==> src/rtl/thiele_receipt_pkg.sv <==
// Shared definitions for the receipt generator and checker: opcodes, error
// codes, the single mu-cost function, receipt layout and FSM state encoding.
package thiele_receipt_pkg;

    // Opcodes 0x00-0x10 are arithmetic-cost instructions; 0x11 is HALT.
    localparam logic [7:0] OP_00   = 8'h00;
    localparam logic [7:0] OP_01   = 8'h01;
    localparam logic [7:0] OP_02   = 8'h02;
    localparam logic [7:0] OP_03   = 8'h03;
    localparam logic [7:0] OP_04   = 8'h04;
    localparam logic [7:0] OP_05   = 8'h05;
    localparam logic [7:0] OP_06   = 8'h06;
    localparam logic [7:0] OP_07   = 8'h07;
    localparam logic [7:0] OP_08   = 8'h08;
    localparam logic [7:0] OP_09   = 8'h09;
    localparam logic [7:0] OP_0A   = 8'h0A;
    localparam logic [7:0] OP_0B   = 8'h0B;
    localparam logic [7:0] OP_0C   = 8'h0C;
    localparam logic [7:0] OP_0D   = 8'h0D;
    localparam logic [7:0] OP_0E   = 8'h0E;
    localparam logic [7:0] OP_0F   = 8'h0F;
    localparam logic [7:0] OP_10   = 8'h10;
    localparam logic [7:0] OP_HALT = 8'h11;

    // Error codes; 1 and 2 are raised only by the checker.
    localparam logic [31:0] ERR_NONE     = 32'd0;
    localparam logic [31:0] ERR_CHAIN    = 32'd1;
    localparam logic [31:0] ERR_MU       = 32'd2;
    localparam logic [31:0] ERR_OPCODE   = 32'd3;
    localparam logic [31:0] ERR_OVERFLOW = 32'd4;

    localparam int unsigned RCPT_W = 136;

    typedef enum logic [1:0] {
        StRun    = 2'd0,
        StHalted = 2'd1,
        StFault  = 2'd2
    } state_t;

    typedef struct packed {
        logic [31:0] seq;
        logic [31:0] pre_mu;
        logic [31:0] post_mu;
        logic [7:0]  opcode;
        logic [31:0] operand;
    } receipt_t;

    typedef struct packed {
        logic        known;
        logic [31:0] cost;
    } cost_t;

    // The one definition of mu-cost shared by generator and checker.
    function automatic cost_t op_cost(input logic [7:0] opcode, input logic [31:0] operand);
        cost_t r;
        r.known = 1'b1;
        r.cost  = operand;
        if (opcode == OP_HALT) begin
            r.cost = '0;
        end else if (opcode > OP_10) begin
            r.known = 1'b0;
            r.cost  = '0;
        end
        return r;
    endfunction

endpackage

==> src/rtl/receipt_fifo.sv <==
// Synchronous show-ahead FIFO holding packed receipts; rdata is the head entry.
module receipt_fifo
    import thiele_receipt_pkg::*;
#(
    parameter int unsigned DEPTH = 8,
    parameter int unsigned AW    = 3
) (
    input  logic              clk,
    input  logic              rst_n,
    input  logic              push,
    input  logic [RCPT_W-1:0] wdata,
    input  logic              pop,
    output logic [RCPT_W-1:0] rdata,
    output logic              full,
    output logic              empty,
    output logic [AW:0]       count
);

    logic [RCPT_W-1:0] mem [DEPTH];
    logic [AW-1:0]     wr_ptr;
    logic [AW-1:0]     rd_ptr;
    logic              do_push;
    logic              do_pop;

    assign full    = (count == (AW+1)'(DEPTH));
    assign empty   = (count == '0);
    assign do_push = push && !full;
    assign do_pop  = pop && !empty;
    assign rdata   = mem[rd_ptr];

    // Storage write; contents need no reset since empty gates visibility.
    always_ff @(posedge clk) begin
        if (do_push) begin
            mem[wr_ptr] <= wdata;
        end
    end

    // Pointers wrap naturally at DEPTH (power of two); count tracks occupancy.
    always_ff @(posedge clk or negedge rst_n) begin
        if (!rst_n) begin
            wr_ptr <= '0;
            rd_ptr <= '0;
            count  <= '0;
        end else begin
            if (do_push) begin
                wr_ptr <= wr_ptr + 1'b1;
            end
            if (do_pop) begin
                rd_ptr <= rd_ptr + 1'b1;
            end
            if (do_push && !do_pop) begin
                count <= count + 1'b1;
            end else if (do_pop && !do_push) begin
                count <= count - 1'b1;
            end
        end
    end

endmodule

==> src/rtl/receipt_generator.sv <==
// Turns retired instructions into chained mu receipts and queues them for the sink.
module receipt_generator
    import thiele_receipt_pkg::*;
#(
    parameter int unsigned DEPTH = 8,
    parameter int unsigned AW    = 3
) (
    input  logic        clk,
    input  logic        rst_n,
    input  logic        mu_load,
    input  logic [31:0] mu_init,
    input  logic        retire_valid,
    output logic        retire_ready,
    input  logic [7:0]  retire_opcode,
    input  logic [31:0] retire_operand,
    output logic        rcpt_valid,
    input  logic        rcpt_ready,
    output logic [31:0] rcpt_seq,
    output logic [31:0] rcpt_pre_mu,
    output logic [31:0] rcpt_post_mu,
    output logic [7:0]  rcpt_opcode,
    output logic [31:0] rcpt_operand,
    output logic [31:0] mu_total,
    output logic        halted,
    output logic        fault,
    output logic [31:0] error_code,
    input  logic        clear_fault,
    output logic [AW:0] fifo_count
);

    state_t      state;
    state_t      state_next;
    logic [31:0] mu_q;
    logic [31:0] seq_q;
    logic [31:0] err_q;
    cost_t       cost;
    logic [32:0] sum;
    logic        overflow;
    logic        accept;
    logic        push;
    logic        pop;
    logic        fifo_full;
    logic        fifo_empty;
    receipt_t    wr_rcpt;
    receipt_t    head;

    assign cost     = op_cost(retire_opcode, retire_operand);
    // 33-bit sum so a carry out flags overflow rather than wrapping.
    assign sum      = {1'b0, mu_q} + {1'b0, cost.cost};
    assign overflow = sum[32];
    assign accept   = retire_valid && retire_ready;
    assign push     = accept && cost.known && !overflow;
    assign pop      = rcpt_valid && rcpt_ready;

    assign wr_rcpt = '{
        seq:     seq_q,
        pre_mu:  mu_q,
        post_mu: sum[31:0],
        opcode:  retire_opcode,
        operand: retire_operand
    };

    receipt_fifo #(
        .DEPTH(DEPTH),
        .AW   (AW)
    ) u_fifo (
        .clk  (clk),
        .rst_n(rst_n),
        .push (push),
        .wdata(wr_rcpt),
        .pop  (pop),
        .rdata(head),
        .full (fifo_full),
        .empty(fifo_empty),
        .count(fifo_count)
    );

    // FSM state register.
    always_ff @(posedge clk or negedge rst_n) begin
        if (!rst_n) begin
            state <= StRun;
        end else begin
            state <= state_next;
        end
    end

    // FSM next state: bad instructions fault, HALT parks until reset.
    always_comb begin
        state_next = state;
        unique case (state)
            StRun: begin
                if (accept) begin
                    if (!cost.known || overflow) begin
                        state_next = StFault;
                    end else if (retire_opcode == OP_HALT) begin
                        state_next = StHalted;
                    end
                end
            end
            StFault: begin
                if (clear_fault) begin
                    state_next = StRun;
                end
            end
            StHalted: begin
                state_next = StHalted;
            end
            default: begin
                state_next = StRun;
            end
        endcase
    end

    // FSM outputs.
    always_comb begin
        retire_ready = (state == StRun) && !fifo_full;
        halted       = (state == StHalted);
        fault        = (state == StFault);
    end

    // Accumulator, sequence and error code; only a pushed receipt advances mu/seq.
    always_ff @(posedge clk or negedge rst_n) begin
        if (!rst_n) begin
            mu_q  <= '0;
            seq_q <= '0;
            err_q <= ERR_NONE;
        end else begin
            if (push) begin
                mu_q  <= sum[31:0];
                seq_q <= seq_q + 32'd1;
            end else if (mu_load && fifo_empty && !accept) begin
                mu_q <= mu_init;
            end
            if (accept && !cost.known) begin
                err_q <= ERR_OPCODE;
            end else if (accept && overflow) begin
                err_q <= ERR_OVERFLOW;
            end else if (clear_fault) begin
                err_q <= ERR_NONE;
            end
        end
    end

    // Head fields read as zero when nothing is queued.
    always_comb begin
        rcpt_valid   = !fifo_empty;
        rcpt_seq     = rcpt_valid ? head.seq     : '0;
        rcpt_pre_mu  = rcpt_valid ? head.pre_mu  : '0;
        rcpt_post_mu = rcpt_valid ? head.post_mu : '0;
        rcpt_opcode  = rcpt_valid ? head.opcode  : '0;
        rcpt_operand = rcpt_valid ? head.operand : '0;
        mu_total     = mu_q;
        error_code   = err_q;
    end

endmodule

==> config.mk <==
export PLATFORM = sky130hd
export DESIGN_NAME = receipt_generator
export DESIGN_NICKNAME = d
export VERILOG_FILES = /design/src/rtl/thiele_receipt_pkg.sv /design/src/rtl/receipt_fifo.sv /design/src/rtl/receipt_generator.sv
export SDC_FILE = /design/constraint.sdc
export NUM_CORES = 1
export LEC_CHECK = 0
export BUFFER_PORTS_ARGS = -buffer_cell sky130_fd_sc_hd__buf_2
export CORE_ASPECT_RATIO = 1.4
export CORE_MARGIN = 3
export CORE_UTILIZATION = 60
export CTS_BUF_LIST = sky130_fd_sc_hd__clkbuf_16
export DETAILED_ROUTE_END_ITERATION = 12
export PLACE_DENSITY_LB_ADDON = 0.05
export REMOVE_ABC_BUFFERS = 1
export SLEW_MARGIN = 20
export SYNTH_ARGS = -nofsm -noshare
export SYNTH_HDL_FRONTEND = slang
export SYNTH_SLANG_ARGS = --single-unit
==> constraint.sdc <==
create_clock -name clk -period 32.6 [get_ports clk]
set_clock_uncertainty 0.15 [all_clocks]
set_input_delay 1.63 -clock clk [delete_from_list [all_inputs] [get_ports clk]]
set_output_delay 1.63 -clock clk [all_outputs]
set_load 0.01 [all_outputs]
# Yosys cells after proc, flatten, opt, wreduce, memory -nomap -nowiden
# Memory sizes are Yosys's and may differ from the RTL's.
# Index checks and enable logic that the tools add are counted.
classes:
  add_sub_neg: 6
  magnitude_cmp: 1
  eq_ne: 7
  n_mux: 22
  n_reduce_logical: 27
ops:
  columns: ["cell", "n"]
  rows:
  - ["32-bit two-way mux", 10]
  - ["32-bit by 32-bit adder with 33-bit output", 1]
  - ["33-bit two-way mux", 1]
  - ["32-bit by 1-bit adder with 32-bit output (second input constant)", 1]
  - ["1-bit logical AND", 13]
  - ["8-bit by 5-bit equality test with 1-bit output (second input constant)", 1]
  - ["8-bit by 5-bit > comparator with 1-bit output (second input constant)", 1]
  - ["2-bit two-way mux", 4]
  - ["4-bit two-way mux", 2]
  - ["8-bit two-way mux", 1]
  - ["1-bit logical NOT", 7]
  - ["3-bit by 1-bit adder with 3-bit output (second input constant)", 2]
  - ["2-bit case mux with 3 select lines", 1]
  - ["4-bit by 1-bit adder with 4-bit output (second input constant)", 1]
  - ["4-bit equality test (second input constant)", 1]
  - ["4-bit logical NOT", 1]
  - ["2-bit nonzero test", 2]
  - ["4-bit by 1-bit subtractor with 4-bit output (second input constant)", 1]
  - ["1-bit two-way mux", 3]
  - ["3-bit != test (second input constant)", 1]
  - ["3-bit AND reduction", 1]
  - ["3-bit nonzero test", 1]
  - ["2-bit by 1-bit equality test with 1-bit output (second input constant)", 1]
  - ["2-bit equality test (second input constant)", 1]
  - ["other kinds (4)", 4]
totals:
  ff_bits: 108
  ramBits: 1088
  input_bits: 78
  out_inout_bits: 208
  memories: 1
memory_table:
  columns: ["memory", "words", "word_bits", "read_ports", "rd_ports_with_merged_regs", "write_ports", "line", "source"]
  rows:
  - ["u_fifo.mem", 8, 136, 1, 0, 1, "receipt_fifo.sv:19", "logic [RCPT_W-1:0] mem [DEPTH];"]

# Depth between registers and ports, before layout
# Gate-level depths: netlist of the first run.
logic_depth:
  ltp_word: 11
  depth_mapped: 25
  mapped_depth_nobuf: 22

# Cells and area by module
# From an unflattened synthesis of the first run, not the netlist that was laid out.
hier_totals:
  cells_unflattened: 2388
  hier_area_um2: 48740.5
modules_own_cells:
  columns: ["mod", "n_inst", "cells_each", "area_each_um2"]
  rows:
  - ["receipt_fifo", 1, 1636, 42538.3]
  - ["receipt_generator", 1, 752, 6202.2]

# Worst setup path before layout of the first run
# OpenSTA, ideal clock, no wires.
synth_path:
  path_type: "input -> register"
  startpoint: "input port retire_opcode[1]"
  endpoint: "memory u_fifo.mem[4][0] (enable)"
  setup_time_ps: 1014
  arrival_ps: 18436
  required_time_ps: 31436
  slack_ps: 13001
  cell_stages: 14
  path_cell_list: "or3_1 > o21a_1 > nor2_1 > clkbuf_1 > and2_1 > ha_1 > a21o_1 > a21oi_2 > o211ai_2 > a31o_4 > a2111oi_4 > or3_2 > nand4_4 > nor4b_1"
synth_via:
  elab_chain_len: 9
  word_cells_on_any_way: 12
  cone_classes: "add/sub: 1; order compare: 1; eq/ne: 1; mux: 5; reduce/logical: 4"
synth_rtl:
  columns: ["item", "line", "source"]
  rows:
  - ["start: declaration", "receipt_generator.sv:14", "input logic [7:0] retire_opcode,"]
  - ["8-bit by 5-bit > comparator with 1-bit output", "thiele_receipt_pkg.sv:60", "end else if (opcode > OP_10) begin"]
  - ["33-bit two-way mux", "thiele_receipt_pkg.sv:60", null]
  - ["32-bit two-way mux", "thiele_receipt_pkg.sv:58", "if (opcode == OP_HALT) begin"]
  - ["32-bit by 32-bit adder with 33-bit output", "receipt_generator.sv:49", "assign sum = {1'b0, mu_q} + {1'b0, cost.cost};"]
  - ["1-bit logical NOT", "receipt_generator.sv:52", "assign push = accept && cost.known && !overflow;"]
  - ["1-bit logical AND *", "receipt_generator.sv:52", null]
  - ["1-bit logical AND *", "receipt_fifo.sv:27", "assign do_push = push && !full;"]
  - ["1-bit two-way mux *", "receipt_fifo.sv:33", "if (do_push) begin"]
  - ["1-bit two-way mux (implied by the code) *", "receipt_fifo.sv:34", "mem[wr_ptr] <= wdata;"]
  - ["end: declaration", "receipt_fifo.sv:19", null]
# Every way passes the cells marked *; elsewhere a longest branch is shown, timed or not.

# Worst setup path in the final report of the first run
layout_path:
  startpoint: "input port retire_opcode[1]"
  endpoint: "memory u_fifo.mem[3][13] (enable)"
# The elaborated chain is that of the path after synthesis.

==> results.md, run 1 <==
* Status: complete, no violations
* Drt total wl at roughly 100000 um
* Fmax at 129 MHz
* Slew headroom at 0.238
* Yosys top cell by area: edfxtp_1
* Pre-CTS WS at about 24 ns
* Async set-reset flop share out of synthesis at 0.0669
* Worst-path cell chain: buf_2 -> or3_1 -> o21a_1 -> nor2_2 -> buf_4 -> and2_1 -> ha_1 -> a21o_1 -> a21oi_2 -> o211ai_2 -> a31o_4 -> a2111oi_4 -> or3_2 -> nand4_4 -> clkinv_2 -> nand2_4 -> nor3b_4 -> buf_4 -> buf_4
* Clock tree buffer depth at 3
* GRT Total Usage at 0.259
* Kind of critical path: input port to flop
* Delay-heaviest family, CP: buffers and inverters
* P&R area growth vs syn at 12.5%
* Crit path required time at approximately 33 ns
* Global placement routability congestion at between 0.8 and 0.9
* CP arrival at 7.90 ns
* Max-cap violations at 0
* First-pass DRT Iterations at 6
* Peak supply drop at around 83 uV
* Comb pwr share at 0.284
* Top-Level Pins at around 290
* Leakage Power at 18.6 nW
* Largest net degree at the start of global routing at roughly 160
* Netlist area before placement at between 0.04 and 0.05 sq mm
* Hold_ws at 0.415 ns
* Clock latency at the later pin of the worst-skew pair at between 0.6 and 0.7 ns
* CP Buf/Inv Count at 5
* Count of buffers from port buffering at about 260
* Setup violators final at 0
* Mean area per synthesized cell at slightly below 20 sq um
* RSZ-0062 raised after global routing: false
* Switch Pwr at 0.00134 W
* CP most frequent cell: buf_4
* Initial DRC Count at around 1900
* Number of synthesized register bits at 1166
* Worst path slowest cell: buf_4
* Die Y at ~340 um
* Vias at 23600
* # hold bufs at CTS at 0
* Sw Share at 0.307
* Wire per inst at 27.2 um
* Layout cells sized above 1 at 0.274
* Antenna violations before repair at 1
* Number of global-route vias before repair at around 25000
* Post-DR vias/cell at ~6.2
* Post-synth top area share at 0.696
* Post-CTS setup buffer count at 0
* Residual DRC count at 0
* Yosys cell types at between 60 and 70
* Clock slew seen by the registers of the worst setup and hold paths at roughly 0.06 ns
* Die area at 0.0816 sq mm
* Period utilisation layout at 0.238
* CTS resizes at 0
* Pwr/cell area at ~83 mW/mm^2
* Sequential area share after synthesis at 0.738
* HPWL after DPL at 59500 um
* Setup ws final at ~25 ns
* Num CTS Buffers at about 110
* Dominant cells by area after synthesis: edfxtp_1 (70%), mux4_2 (13%), dfrtp_1 (4.2%)
* Crit path max fanout at 54
* Synth Warn # at 0
* First-pass GRT wire length at approximately 160000 um
* Core area at 0.0770 sq mm
* Least-Margin Pin Slew at 1.14 ns
* Initial core utilization at 0.609
* Final ANT Viol Nets at 0
* Most used DFF post-synth: edfxtp_1
* Layout Utilization at 0.685
* Row Count at between 100 and 150
* Clk network pwr share at 0.285
* Critical Path Sink Type: flop
* Final worst path period need at around 7.8 ns
* Crit path largest cell delay at just under 0.9 ns
* GR Overflow Total at 0
* CTS Sinks at ~1200
* Critical Path Start Type: input port
* CTS Root Cell: clkbuf_16
* Final Hold Fails at 0
* Hold crit path type: flop to flop
* Mapped Cells at approximately 2400
* Power Internal at 0.00302 W
* CTS tree: yes
* Final nets at approximately 2800
* EDFF count, synth at around 1100
* Slew Limit Fails at 0
* Die width at ~240 um
* H-tree levels at 3
* Sequential Power Share at 0.431
* Final setup TNS at 0 ns
## synth_stat cells (all sizes together) (3+ instances only)
library cell and n:
edfxtp 1088, mux4 272, nor2 169, mux2i 143, nand2 92, buf 88, dfrtp 78, clkbuf 62
xnor2 40, ha 38, and2 36, a21oi 34, o21ai 30, xor2 26, nand3 21, a21o 19
nand4 19, a22oi 18, inv 13, and3 11, nor3 10, nor2b 7, nor3b 6, o21a 6
a221o 5, a31oi 5, a211oi 4, o211ai 4, o21bai 4, a21boi 3, a22o 3, a31o 3
mux2 3, nor4 3, nor4b 3, or3 3
## kinds of logic (layout without fill, tap and decap cells)
family	Yosys count	count (layout)	synth area share
adder cells (fa/ha/maj)	40	40	0.0110
multiplexers	418	418	0.162
flip-flops	1166	1166	0.738
other	1	31	0.0000799
AND/OR/NAND/NOR	386	386	0.0386
XOR/XNOR	66	66	0.0123
AO/OA/AOI/OAI	148	148	0.0218
buffers and inverters	164	512	0.0164
## flip-flops by register name, summed over array words and instances, names as in the netlist
register and cells:
u_fifo.mem 1088, mu_total 32, seq_q 32, u_fifo.count 4, u_fifo.rd_ptr 3, u_fifo.wr_ptr 3
error_code 2, state 2
## metrics by stage
step,power (W),std cells,instance area (sq um)
finish,0.00436,3804,52800
global route,0.00455,3803,52800
CTS,0.00441,3802,52800
detailed placement,0.00317,3602,49300
global placement,0.00315,3601,49300
floorplan,0.00298,2267,46300
## power by group through the flow
stage                     clock [W]  sequential (W)  combinational, W
after floorplan                   0         0.00201          0.000971
final                       0.00124         0.00188           0.00124
after global routing        0.00132         0.00189           0.00134
after detailed placement          0         0.00191           0.00126
after CTS                   0.00127         0.00188           0.00126
after global placement            0         0.00191           0.00124
## layout by cell type, fill, tap and decap left out, drive strengths merged, types with 5 or more instances in the layout
master and instances:
a21o 19, a21oi 34, a221o 5, a22oi 18, a31oi 5, and2 36
and3 11, buf 298, bufinv 14, clkbuf 109, clkinv 48, clkinvlp 8
conb 29, dfrtp 78, edfxtp 1088, ha 38, inv 35, mux2i 143
mux4 272, nand2 92, nand3 21, nand4 19, nor2 169, nor2b 7
nor3 10, nor3b 6, o21a 6, o21ai 30, xnor2 40, xor2 26
## worst register-to-register path: cells and delay by family, from the launching register on
family | cells | cell delay [ns]
adder cells (fa/ha/maj) | 2 | 0.75
AO/OA/AOI/OAI | 5 | 1.40
AND/OR/NAND/NOR | 4 | 0.85
buffers and inverters | 3 | 2.20
flip-flops | 1 | 0.49
## final timing paths
check | start | to | slack (ns) | depth (start not counted)
worst max-delay path | retire_opcode[1] | u_fifo.mem[3][13]$_DFFE_PP_ | 24.83 | 19
max in group asynchronous | rst_n | u_fifo.rd_ptr[2]$_DFFE_PN0P_ | 30.30 | 2
worst min-delay path | error_code[2]$_DFFE_PN0P_ | error_code[2]$_DFFE_PN0P_ | 0.41 | 2
worst max register to register | mu_total[0]$_DFFE_PN0P_ | u_fifo.mem[3][13]$_DFFE_PP_ | 26.31 | 14
min in group asynchronous | rst_n | mu_total[5]$_DFFE_PN0P_ | 0.76 | 1
worst min register to register | error_code[2]$_DFFE_PN0P_ | error_code[2]$_DFFE_PN0P_ | 0.41 | 2
## metal layers
| metal | wire (um) | track usage | up-vias |
|---|---|---|---|
| met4 | 3050 | 0.0895 | 0 |
| met5 | 0 | 0 | - |
| met1 | 40900 | 0.346 | 12500 |
| li1 | - | - | 10100 |
| met3 | 6890 | 0.0422 | 165 |
| met2 | 52800 | 0.441 | 829 |
## cell type report
class	count	area (sq um)
Antenna cell	2	5.00
Clock buffer	109	2730
Clock inverter	91	779
Fill cell	5039	24200
Inverter	14	53.8
Multi-Input combinational cell	1087	11700
Sequential cell	1166	34600
Tap cell	1037	1300
Timing Repair Buffer	298	1610
Note: power is estimated with default switching activity, not from simulation.
==> run 2, diff against run 1 <==
CORE_UTILIZATION = 55   (was 60)
clock period = 6.78 ns   (was 32.6 ns; I/O delays follow)
==> results.md, run 2 (synthesized netlist as in run 1, its figures left out) <==
* Wire per inst at 27.4 um (+0.56%)
* Critical Path Start Type: input port
* Most frequent cells in the layout: edfxtp_1 (1088), mux4_2 (272), buf_2 (255)
* Kind of critical path: input port to flop
* Fill cells at 5845 (+16%)
* Number of global-route vias before repair at 25200 (+0.99%)
* Vias at 23800 (+1.0%)
* Initial DRC Count at 1920 (+0.31%)
* Final setup TNS at 0 ns (unchanged)
* Fmax at 172 MHz
* GR Overflow Total at 0 (unchanged)
* Slew headroom at 0.242 (+0.00475)
* Peak supply drop at 323 uV (+290%)
* GRT Total Usage at 0.246 (-0.0125)
* Leakage Power at 18.9 nW (+1.6%)
* CTS Root Cell: clkbuf_16
* Top-Level Pins at 286 (unchanged)
* Core area at 0.0845 sq mm (+9.7%)
* Final worst path period need at about 5.8 ns
* Global placement routability congestion at 0.842 (-1.7%)
* Crit path required time at 6.94 ns (-25.80 ns)
* Post-CTS setup buffer count at 0 (unchanged)
* Status: complete, no violations
* H-tree levels at 3 (unchanged)
* Residual DRC count at 0 (unchanged)
* Largest net degree at the start of global routing at 138 (-15%)
* Setup ws final at 0.954 ns (-23.88 ns)
* Largest register FFs at 1088 (unchanged)
* Period utilisation layout at 0.859
* Die width at 253 um (+4.3%)
* Clock latency at the later pin of the worst-skew pair at 0.67 ns (about the same)
* Die Y at 352 um (+4.4%)
* Fin area at 0.0537 sq mm (+1.7%)
* Layout cells sized above 1 at 0.266 (-0.00825)
* Layout Utilization at 0.635 (-0.0501)
* Die area at 0.0889 sq mm (+8.9%)
* CTS Sinks at 1166 (unchanged)
* Final ANT Viol Nets at 0 (unchanged)
* Clock slew seen by the registers of the worst setup and hold paths at 0.06 ns (about the same)
* Row Count at 126 (+5.0%)
* Initial core utilization at 0.555 (-0.0539)
* Post-DR vias/cell at 6.08 (-2.1%)
* Critical Path Sink Type: flop
* Clock tree buffer depth at 3 (unchanged)
* Final Hold Fails at 0 (unchanged)
* Hold crit path type: input port to asynchronous set/reset pin
* Most flop-heavy register: u_fifo.mem
* CTS tree: yes
* Num CTS Buffers at 106 (unchanged)
* RSZ-0062 raised after global routing: false
* Drt total wl at 107000 um (+3.7%)
* Most common cell after layout, fill and taps aside: edfxtp_1
* First-pass GRT wire length at 161000 um (+2.3%)
* CP arrival at 5.98 ns (-1.92 ns)
* Max-cap violations at 0 (unchanged)
* Crit path max fanout at 57 (+5.6%)
* Setup violators final at 0 (unchanged)
* Final nets at 2860 (+2.5%)
* P&R area growth vs syn at 14.4%
* First-pass DRT Iterations at 5 (-1)
* Post-Place Cell Area at 0.0495 sq mm (+0.44%)
* Pwr/cell area at 390 mW/mm^2 (+370%)
* HPWL after DPL at 60700 um (+2.0%)
* Count of buffers from port buffering at 256 (unchanged)
* Pre-CTS WS at 0.781 ns (-23.40 ns)
* Slew Limit Fails at 0 (unchanged)
* Least-Margin Pin Slew at 1.13 ns (-0.0152 ns)
* Antenna violations before repair at 4 (+3)
-- run 2: stage by stage --
stage               power [W]  hold slack, ns  cells
floorplan              0.0137          -0.107   2267
global placement       0.0153           0.224   3645
detailed placement     0.0154           0.226   3645
CTS                    0.0211          0.0950   3918
global route           0.0219           0.146   3921
finish                 0.0209           0.102   3923
-- run 2: worst paths after layout --
| path | from | to | slack [ns] | depth (start not counted) |
|---|---|---|---|---|
| min in group clk | retire_valid | error_code[2]$_DFFE_PN0P_ | 0.21 | 5 |
| max in group asynchronous | rst_n | u_fifo.rd_ptr[2]$_DFFE_PN0P_ | 5.10 | 3 |
| min reg2reg | error_code[1]$_DFFE_PN0P_ | error_code[1]$_DFFE_PN0P_ | 0.40 | 1 |
| max reg2reg | mu_total[0]$_DFFE_PN0P_ | u_fifo.mem[7][2]$_DFFE_PP_ | 1.57 | 13 |
| max | retire_opcode[1] | u_fifo.mem[7][2]$_DFFE_PP_ | 0.95 | 19 |
| min | rst_n | mu_total[5]$_DFFE_PN0P_ | 0.10 | 2 |
-- run 2: critical path, cell delays in order --
cell           delay (ns)
dlygate4sd3_1        0.54
buf_2                0.17
or3_1                0.43
o21a_1               0.22
nor2_4               0.18
buf_4                0.31
and2_1               0.18
ha_1                 0.29
o21a_1               0.21
o21ai_1              0.11
nand2b_1             0.13
a31o_4               0.28
a2111oi_4            0.51
or3_2                0.24
nand4_4              0.20
clkinv_2             0.36
nand2_4              0.14
nor2_4               0.61
buf_12               0.43
-- run 2: layout make-up --
type / count / area, sq um / area share
well taps: 1088 / 1360 / 0.0254
flip-flops and latches: 1166 / 34600 / 0.645
diodes: 3 / 7.51 / 0.000140
clock buffers: 113 / 2830 / 0.0527
clock inverters: 85 / 558 / 0.0104
inverters: 14 / 53.8 / 0.00100
multi-input cells: 1087 / 11700 / 0.218
repair buffers: 367 / 2550 / 0.0475
-- run 2: layer usage --
layer	up-vias	wire length, um	track usage
li1	10300	-	-
met5	-	0	0
met3	171	6920	0.0471
met4	0	2950	0.0768
met1	12600	43100	0.327
met2	782	54500	0.419
-- run 2: repair_timing --
item	4_1_cts	5_1_grt
resized for setup	0	0
endpoints found under the hold margin	393	0
hold buffers	75	0
-- run 2: report_power, final --
part	internal (W)	switching (W)
logic	0.00267	0.00338
clock network	0.00323	0.00253
registers	0.00848	0.000617
==> run 3, diff against run 2 <==
RECOVER_POWER = 25   (was not set)
==> results.md, run 3 (synthesized netlist as in run 1, its figures left out) <==
* Status: finished, violations left
* Failing checks: capacitance limit, slew limit
* Multi-input combinational cell area at 0.0117 sq mm (unchanged)
* Critical Path Sink Type: flop
* Peak supply drop at 325 uV (+0.55%)
* Final ANT Viol Nets at 0 (unchanged)
* Drt total wl at 107000 um (about the same)
* CTS Root Cell: clkbuf_16
* P&R area growth vs syn at 14.3%
* Reg2reg start: mu_total[0]$_DFFE_PN0P_
* Critical Path Start Type: input port
* # hold bufs at CTS at 75 (unchanged)
* CTS resizes at 0 (unchanged)
* Fill cells at 5874 (+0.50%)
* Period utilisation layout at 0.867 (+0.00818)
* Die Y at 352 um (unchanged)
* Initial DRC Count at 1921 (+0.052%)
* Layout Utilization at 0.635 (-0.000636)
* Clock slew seen by the registers of the worst setup and hold paths at 0.06 ns (about the same)
* Seq. cell area at 0.0346 sq mm (unchanged)
* Fin cells at 3923 (unchanged)
* Post-DR vias/cell at 6.09 (+0.21%)
* Fmax at 170 MHz (-0.94%)
* Final nets at 2860 (unchanged)
* Antenna violations before repair at 4 (unchanged)
* Hold depth at 5
* Die width at 253 um (unchanged)
* Num CTS Buffers at 106 (unchanged)
* Slew Limit Fails at 37 (+37)
* HPWL after DPL at 60700 um (unchanged)
* GRT Total Usage at 0.246 (unchanged)
* Number of global-route vias before repair at 25200 (unchanged)
* GR Overflow Total at 0 (unchanged)
* Crit path max fanout at 57 (unchanged)
* Top-Level Pins at 286 (unchanged)
* First-pass DRT Iterations at 5 (unchanged)
* Most flop-heavy register: u_fifo.mem
* Placed Cells at 3645 (unchanged)
* Clock latency at the later pin of the worst-skew pair at 0.67 ns (about the same)
* Worst Setup EP: u_fifo.mem[7][2]$_DFFE_PP_
* Final worst path period need at 5.88 ns (+0.0554 ns)
* CTS tree: yes
* Largest net degree at the start of global routing at 138 (unchanged)
* Reg2reg setup slack at 1.56 ns (about the same)
* Max-cap violations at 1 (+1)
* Most frequent cells in the layout: edfxtp_1 (1088), mux4_2 (272), buf_2 (215)
* Row Count at 126 (unchanged)
* Die area at 0.0889 sq mm (unchanged)
* Vias at 23900 (+0.21%)
* Least-Margin Pin Slew at 2.57 ns (+1.44 ns)
* Crit path required time at 6.93 ns (about the same)
* Largest register FFs at 1088 (unchanged)
* Residual DRC count at 0 (unchanged)
* Power, Total at 0.0209 W (about the same)
* Final Hold Fails at 0 (unchanged)
* Critical R2R Capture: u_fifo.mem[7][2]$_DFFE_PP_
* Pwr/cell area at 390 mW/mm^2 (about the same)
* Pre-CTS WS at 0.781 ns (unchanged)
* Initial core utilization at 0.555 (unchanged)
* CP arrival at 6.03 ns (+0.05 ns)
* Kind of critical path: input port to flop
* Hold_ws at 0.194 ns (+0.0925 ns)
* H-tree levels at 3 (unchanged)
* Min-delay src: retire_valid
* Setup ws final at 0.899 ns (-0.0554 ns)
* RSZ-0062 raised after global routing: false
* Core area at 0.0845 sq mm (unchanged)
* Most common cell after layout, fill and taps aside: edfxtp_1
* Setup violators final at 0 (unchanged)
* Leakage Power at 18.8 nW (-0.60%)
* First-pass GRT wire length at 161000 um (unchanged)
* Count of buffers from port buffering at 256 (unchanged)
* CTS Sinks at 1166 (unchanged)
* Post-CTS setup buffer count at 0 (unchanged)
* Slew headroom at -0.714 (-0.957)
* Critical Path Start: retire_opcode[1]
* Wire per inst at 27.4 um (about the same)
* Global placement routability congestion at 0.842 (unchanged)
* Layout cells sized above 1 at 0.251 (-0.0145)
* Worst R2R Path Depth at 13 (unchanged)
* Hold crit path type: input port to flop
* Clock tree buffer depth at 3 (unchanged)
[run 3: changes by cell type in the layout (fill, tap and decap cells not counted), sizes merged]
| cell | delta |
|---|---|
| clkbuf | +41 |
| buf | -41 |
[run 3: how the worst min path moves through the flow]
| stage | to | slack, ns |
|---|---|---|
| after global placement | mu_total[1]$_DFFE_PN0P_ | 0.22 |
| after global routing | mu_total[22]$_DFFE_PN0P_ | 0.22 |
| final | error_code[2]$_DFFE_PN0P_ | 0.19 |
| after detailed placement | mu_total[1]$_DFFE_PN0P_ | 0.23 |
| after CTS | mu_total[5]$_DFFE_PN0P_ | 0.1 |
| after floorplan | error_code[1]$_DFFE_PN0P_ | -0.11 |
[run 3: report_power, final]
group          total [W]  switching [W]  internal, W
clock            0.00576        0.00253      0.00323
sequential       0.00910       0.000617      0.00848
combinational    0.00605        0.00338      0.00267
[run 3: cell type report]
class | count | area share
flip-flops and latches | 1166 | 0.646
multi-input cells | 1087 | 0.218
diodes | 3 | 0.000140
clock buffers | 113 | 0.0527
inverters | 14 | 0.00100
repair buffers | 367 | 0.0465
well taps | 1088 | 0.0254
clock inverters | 85 | 0.0104
[run 3: critical path, cell delays in order]
cell and delay (ns):
dlygate4sd3_1 0.54, clkbuf_1 0.19, or3_1 0.46, o21a_1 0.22, nor2_4 0.18, buf_4 0.31, and2_1 0.18, ha_1 0.29
o21a_1 0.21, o21ai_1 0.11, nand2b_1 0.13, a31o_4 0.28, a2111oi_4 0.51, or3_2 0.24, nand4_4 0.20, clkinv_2 0.36
nand2_4 0.14, nor2_4 0.61, buf_12 0.42
[run 3: stage by stage]
| stage | TNS, ns | area (sq um) |
|---|---|---|
| after floorplan | -8939.93 | 46300 |
| after global placement | 0 | 49500 |
| after detailed placement | 0 | 49500 |
| after CTS | 0 | 53600 |
| after global routing | 0 | 53600 |
| final | 0 | 53600 |
[run 3: per-layer routing]
metal / up-vias / part of all wire / GRT usage
li1: 10300 / - / -
met2: 806 / 0.51 / 0.419
met3: 178 / 0.064 / 0.0471
met1: 12600 / 0.40 / 0.327
met4: 0 / 0.028 / 0.0768
met5: - / 0 / 0
